==> src/rtl/sram_sp_be_rw_ctrl.sv <==
// Request front-end for the single-port bit-enable SRAM: arbitrates write and
// read requests onto one port and buffers returning read words in a 2-entry FIFO.
module sram_sp_be_rw_ctrl #(
  parameter  int ADR_WD  = 5,
  parameter  int DAT_WD  = 32,
  parameter  int COL_WD  = 8,
  localparam int COL_NUM = DAT_WD / COL_WD
) (
  input  logic               clk,
  input  logic               rst,
  input  logic               wr_val,
  output logic               wr_rdy,
  input  logic [ADR_WD-1:0]  wr_adr,
  input  logic [COL_NUM-1:0] wr_msk,
  input  logic [DAT_WD-1:0]  wr_dat,
  input  logic               rd_val,
  output logic               rd_rdy,
  input  logic [ADR_WD-1:0]  rd_adr,
  output logic               out_val,
  input  logic               out_rdy,
  output logic [DAT_WD-1:0]  out_dat,
  output logic [ADR_WD-1:0]  sram_adr,
  output logic [COL_NUM-1:0] sram_wr_ena,
  output logic [DAT_WD-1:0]  sram_wr_dat,
  output logic               sram_rd_ena,
  input  logic [DAT_WD-1:0]  sram_rd_dat,
  output logic               idle
);

  logic [1:0]        occ_q, occ_d;
  logic              inflight_q, inflight_d;
  logic              last_rd_q, last_rd_d;
  logic              wp_q, wp_d;
  logic              rp_q, rp_d;
  logic [DAT_WD-1:0] fifo_q [2];
  logic [DAT_WD-1:0] fifo_d [2];

  logic              head_val;
  logic              pop;
  logic              push;
  logic [2:0]        credit_use;
  logic              rd_ok;
  logic              rd_elig;
  logic              wr_gnt;
  logic              rd_gnt;

  always_comb begin
    head_val   = (occ_q != 2'd0) && !rst;
    pop        = head_val && out_rdy;
    push       = inflight_q;
    // A pop this cycle frees a slot the new read may claim immediately.
    credit_use = {1'b0, occ_q} + {2'b00, inflight_q} - {2'b00, pop};
    rd_ok      = credit_use < 3'd2;
    rd_elig    = rd_val && rd_ok;
    wr_gnt     = !rst && wr_val && (!rd_elig || last_rd_q);
    rd_gnt     = !rst && rd_elig && (!wr_val || !last_rd_q);
  end

  always_comb begin
    occ_d      = occ_q + {1'b0, push} - {1'b0, pop};
    inflight_d = rd_gnt;
    last_rd_d  = last_rd_q;
    if (wr_gnt) last_rd_d = 1'b0;
    if (rd_gnt) last_rd_d = 1'b1;
    wp_d       = wp_q ^ push;
    rp_d       = rp_q ^ pop;
    fifo_d     = fifo_q;
    if (push) fifo_d[wp_q] = sram_rd_dat;
  end

  always_ff @(posedge clk) begin
    if (rst) begin
      occ_q      <= 2'd0;
      inflight_q <= 1'b0;
      last_rd_q  <= 1'b1;
      wp_q       <= 1'b0;
      rp_q       <= 1'b0;
    end else begin
      occ_q      <= occ_d;
      inflight_q <= inflight_d;
      last_rd_q  <= last_rd_d;
      wp_q       <= wp_d;
      rp_q       <= rp_d;
    end
  end

  // Storage needs no reset: the head is masked to zero while the FIFO is empty.
  always_ff @(posedge clk) begin
    fifo_q <= fifo_d;
  end

  always_ff @(posedge clk) begin
    if (!rst) begin
      assert (occ_q <= 2'd2);
      assert (!(push && (occ_q == 2'd2) && !pop));
    end
  end

  always_comb begin
    wr_rdy      = wr_gnt;
    rd_rdy      = rd_gnt;
    out_val     = head_val;
    out_dat     = head_val ? fifo_q[rp_q] : '0;
    idle        = rst || (!inflight_q && (occ_q == 2'd0));
    sram_adr    = '0;
    sram_wr_ena = '0;
    sram_wr_dat = '0;
    sram_rd_ena = 1'b0;
    if (wr_gnt) begin
      sram_adr    = wr_adr;
      sram_wr_ena = wr_msk;
      sram_wr_dat = wr_dat;
    end else if (rd_gnt) begin
      sram_adr    = rd_adr;
      sram_rd_ena = 1'b1;
    end
  end

endmodule

==> config.mk <==
export PLATFORM = sky130hd
export DESIGN_NAME = sram_sp_be_rw_ctrl
export DESIGN_NICKNAME = d
export VERILOG_FILES = /design/src/rtl/sram_sp_be_rw_ctrl.sv
export SDC_FILE = /design/constraint.sdc
export NUM_CORES = 1
export LEC_CHECK = 0
export ABC_AREA = 1
export CORE_MARGIN = 2
export CORE_UTILIZATION = 44
export DETAILED_ROUTE_END_ITERATION = 8
export GPL_ROUTABILITY_DRIVEN = 1
export GPL_TIMING_DRIVEN = 0
export PLACE_DENSITY_LB_ADDON = 0.3
export SLEW_MARGIN = 20
export SYNTH_ARGS = -nofsm -noshare
export SYNTH_HDL_FRONTEND = slang
export SYNTH_SLANG_ARGS = --single-unit
==> constraint.sdc <==
create_clock -name clk -period 6.6 [get_ports clk]
set_input_delay 1.32 -clock clk [delete_from_list [all_inputs] [get_ports clk]]
set_output_delay 1.32 -clock clk [all_outputs]
set_load 0.01 [all_outputs]
==> results.txt <==
The maximum buffer depth of the clock tree is 2. After floorplanning, the core was sized to cover 7290 um2. For this run, the top clock speed supported by timing is 168 MHz. The clock-pin slew on the worst setup and hold paths is roughly 0.070 ns. The arrival time of the worst setup path is 4.62 ns. The clock reaches the later pin of the worst-skew pair after around 0.34 ns. The register area share after synthesis is 0.612. Across every metal layer, demand over resource in global routing totals 0.227. The reg-to-reg critical path startpoint is occ_q[1]$_SDFF_PP0_. The post-cts hold buffer count came out at 0. The number of antenna-violating nets in the routed design came out at 0. During placement, the flow inserted port buffers numbering 160. Of the total synthesized cell area, the portion taken by AND, OR, NAND and NOR gates is 0.237. The flow ran to the end, and the final reports show no timing, DRC or antenna violations. In the finished design, the share of the clock period the worst path needs comes to 0.901. The fraction of power consumed by combinational cells came out at 0.305.

The mux share of post-synthesis cell area came out at 0. After synthesis the cells add up to 3340 um2. After legalization and detailed placement, the total HPWL measured approximately 7.2 mm. After filler insertion, the fill cell instance count of the layout stands at 551.

The final worst clock skew came out at 0.00593 ns. Setup slack on the worst reg-to-reg path comes out at 4.13 ns. The worst setup path startpoint is rst. The clock period minus worst slack came out at roughly 6 ns. The final number of max-transition violations is 0. Dividing total power by cell area gives a power density of approximately 240 nW/um2.

The min-delay analysis places its worst path in the category flip-flop to flip-flop. The startpoint identified for the worst hold timing path is wp_q$_SDFF_PP0_. Once layout is complete, the utilization of the core stands at 0.733. The final-report hold violation count came out at 0. For the pin with the worst max-slew slack, the measured transition is 0.565 ns. The library cells used most frequently in the layout, excluding fill and tap cells, are clkdlybuf4s50_1 (160), nand2_1 (138), inv_1 (82).

The fraction of layout cells with a size suffix above 1 is 0.0635. The number of gates resized after CTS was 0. The setup slack of the critical path after layout came out at ~0.66 ns. The wire length on met3 came out at 704 um. The number of nets in the synthesized netlist is 461. The routed layout has ~3k vias. The pre-CTS setup slack is 0.685 ns.

The worst setup path is launched from an input port. The initial antenna violation count is 4. The cell chosen for the clock root is clkbuf_8. Of the total synthesized cell area, the portion taken by XOR and XNOR cells is 0.

The routed length on met1 came out at around 3.3 mm. The relative contribution of the clock network to total power came out at 0.281. The post-route setup TNS is 0 ns.

The internal power of the cells totals 0.935 mW. The die is 91.1 um tall. After detailed routing, the number of vias per cell comes to ~4.6. The number of DRC violations after detailed-routing iteration 0 came out at 119. The remaining max-slew budget at the tightest pin is 0.624. The pin count of the biggest net entering global routing came out at 21.

Signal routing reaches up to met4. The share of synthesized cell area in full adder, half adder and majority cells came out at 0.0210. The Yosys step of the flow raised 0 warnings. The worst setup path is captured at a primary output. The total length of routed wires is between 9 and 10 mm.

The static leakage power came out at 2.48 nW. Setup repair after global routing left no endpoint under its margin. The number of buffers created by CTS is 9. The category of the critical setup timing path is input port to primary output. The number of iterations in the first detailed-routing pass is 4.

Summed over all nets, wire length on met2 after detailed routing comes to 4.99 mm. The capture point of the worst path is sram_adr[1]. The average detailed-routed wire length per instance is 14.2 um. Yosys mapped the design onto 20 distinct sky130hd cell types. In this run the core area contains 31 standard-cell rows. The number of global-route vias before repair came out at 2977. In this run the critical register-to-register path is captured at inflight_q$_SDFF_PP0_. The complex-gate fraction of the synthesized area was 0.0109. The critical path data required time came out at 5.28 ns. Counting flops and latches in the post-synthesis netlist gives 70.

The net switching share of the total power came out at 0.285. By area, the combinational part of the netlist is dominated by simple AND/OR/NAND/NOR gates. The effective utilization at floorplan came out at 0.457. The fraction of power consumed by sequential logic came out at 0.413. The relative area change from synthesis to final layout is 60.2%.

The area of the die is 8290 um2. The overall power came out at between 1 and 1.5 mW. The number of cell instances on the worst register-to-register path came out at 10. For this run, design rule violations remaining after detail routing come to 0. The top fanout value on the critical path came out at 8. The clock net sink count is 70. The horizontal extent of the die is 91.1 um. TritonCTS built the clock tree. The I/O pin count is 161. The total of max-cap violations came out at 0. The global placer's final weighted congestion is 0.775. The wire length of the first global-routing pass came out at about 14 mm.

The worst voltage drop across the vdd grid came out at ~0.00019 V. In the final design database the tool counted 634 nets. The synthesized area divided by synthesized cell count is between 8 and 9 um2. The count of H-tree levels built during CTS came out at 3. In this run the power spent charging and discharging nets is 0.373 mW.

The total overflow reported by the global router came out at 0. The buffers inserted during post-CTS setup optimization came out at 0. The instance count of the mapped netlist came out at 373. The total setup violations reported at the end of the flow is 0.

The library cell used most frequently in the layout, excluding fill and tap cells, is clkdlybuf4s50_1.
power by group through the flow:
stage / Sequential, mW / Combinational, mW / Clock [mW]
final: 0.541 / 0.399 / 0.368
after global routing: 0.544 / 0.439 / 0.397
after CTS: 0.541 / 0.402 / 0.372
after detailed placement: 0.551 / 0.401 / 0
after global placement: 0.550 / 0.379 / 0
after floorplan: 0.548 / 0.190 / 0
cell families after synthesis:
| family | Yosys count |
|---|---|
| buf+inv | 97 |
| simple gates | 195 |
| flops | 70 |
| fa+ha+maj | 5 |
| compound gates | 6 |
flip-flops by register name (all words and copies together), names as in the netlist:
| signal | cells |
|---|---|
| inflight_q | 1 |
| last_rd_q | 1 |
| fifo_q | 64 |
| occ_q | 2 |
| wp_q | 1 |
| rp_q | 1 |
Yosys cell counts:
library cell  number  share of area
inv_1             82          0.092
buf_6              3          0.010
fa_1               1         0.0060
ha_1               4          0.015
nand2_1          138           0.16
nand3_1            5         0.0075
nand4_4            1         0.0064
o21ai_0            1         0.0015
buf_2              8          0.012
o21ai_2            1         0.0026
dfxtp_1            6          0.036
and3_1             3         0.0056
clkbuf_1           2         0.0023
nand4_1            5         0.0094
a21oi_1            3         0.0045
o211ai_1           1         0.0023
inv_2              2         0.0023
nand2_4            2         0.0068
edfxtp_1          64           0.58
nor2_1            41          0.046
worst min path at each step:
stage          depth (start not counted)              end  slack (ns)
2_1_floorplan                          3  wp_q$_SDFF_PP0_        0.52
3_3_place_gp                           3  wp_q$_SDFF_PP0_        0.53
6_report                               3  wp_q$_SDFF_PP0_        0.57
3_5_place_dp                           3  wp_q$_SDFF_PP0_        0.57
4_1_cts                                3  wp_q$_SDFF_PP0_        0.58
5_1_grt                                3  wp_q$_SDFF_PP0_        0.61
stage by stage:
step | instances | instance area (um2) | hold slack [ns]
6_report | 654 | 5350 | 0.567
5_1_grt | 654 | 5350 | 0.612
4_1_cts | 650 | 5340 | 0.576
3_5_place_dp | 634 | 5120 | 0.565
3_3_place_gp | 632 | 5060 | 0.526
2_1_floorplan | 373 | 3340 | 0.517
critical path: stages:
cell	delay, ns
clkdlybuf4s50_1	0.50
inv_1	0.20
o21ai_2	0.10
nor2_1	0.15
ha_1	0.25
inv_1	0.05
ha_1	0.12
inv_1	0.05
fa_1	0.50
nand2_1	0.07
a21oi_1	0.45
nand4_1	0.20
nand2_1	0.12
clkdlybuf4s50_1	0.53
layer usage:
metal,vias up,global-route usage
met5,-,0
met4,0,0.129
met3,17,0.0780
met2,137,0.414
met1,1390,0.221
li1,1474,-
layout make-up:
type,instances,area [um2],share of cell area
well taps,99,124,0.0232
clock inverters,6,86.3,0.0162
clock buffers,10,128,0.0239
repair buffers,162,1660,0.310
flip-flops and latches,70,2040,0.382
plain buffers,13,81.3,0.0152
inverters,84,315,0.0590
multi-input cells,206,902,0.169
diodes,4,10.0,0.00187
Note: power is estimated with default switching activity, not from simulation.
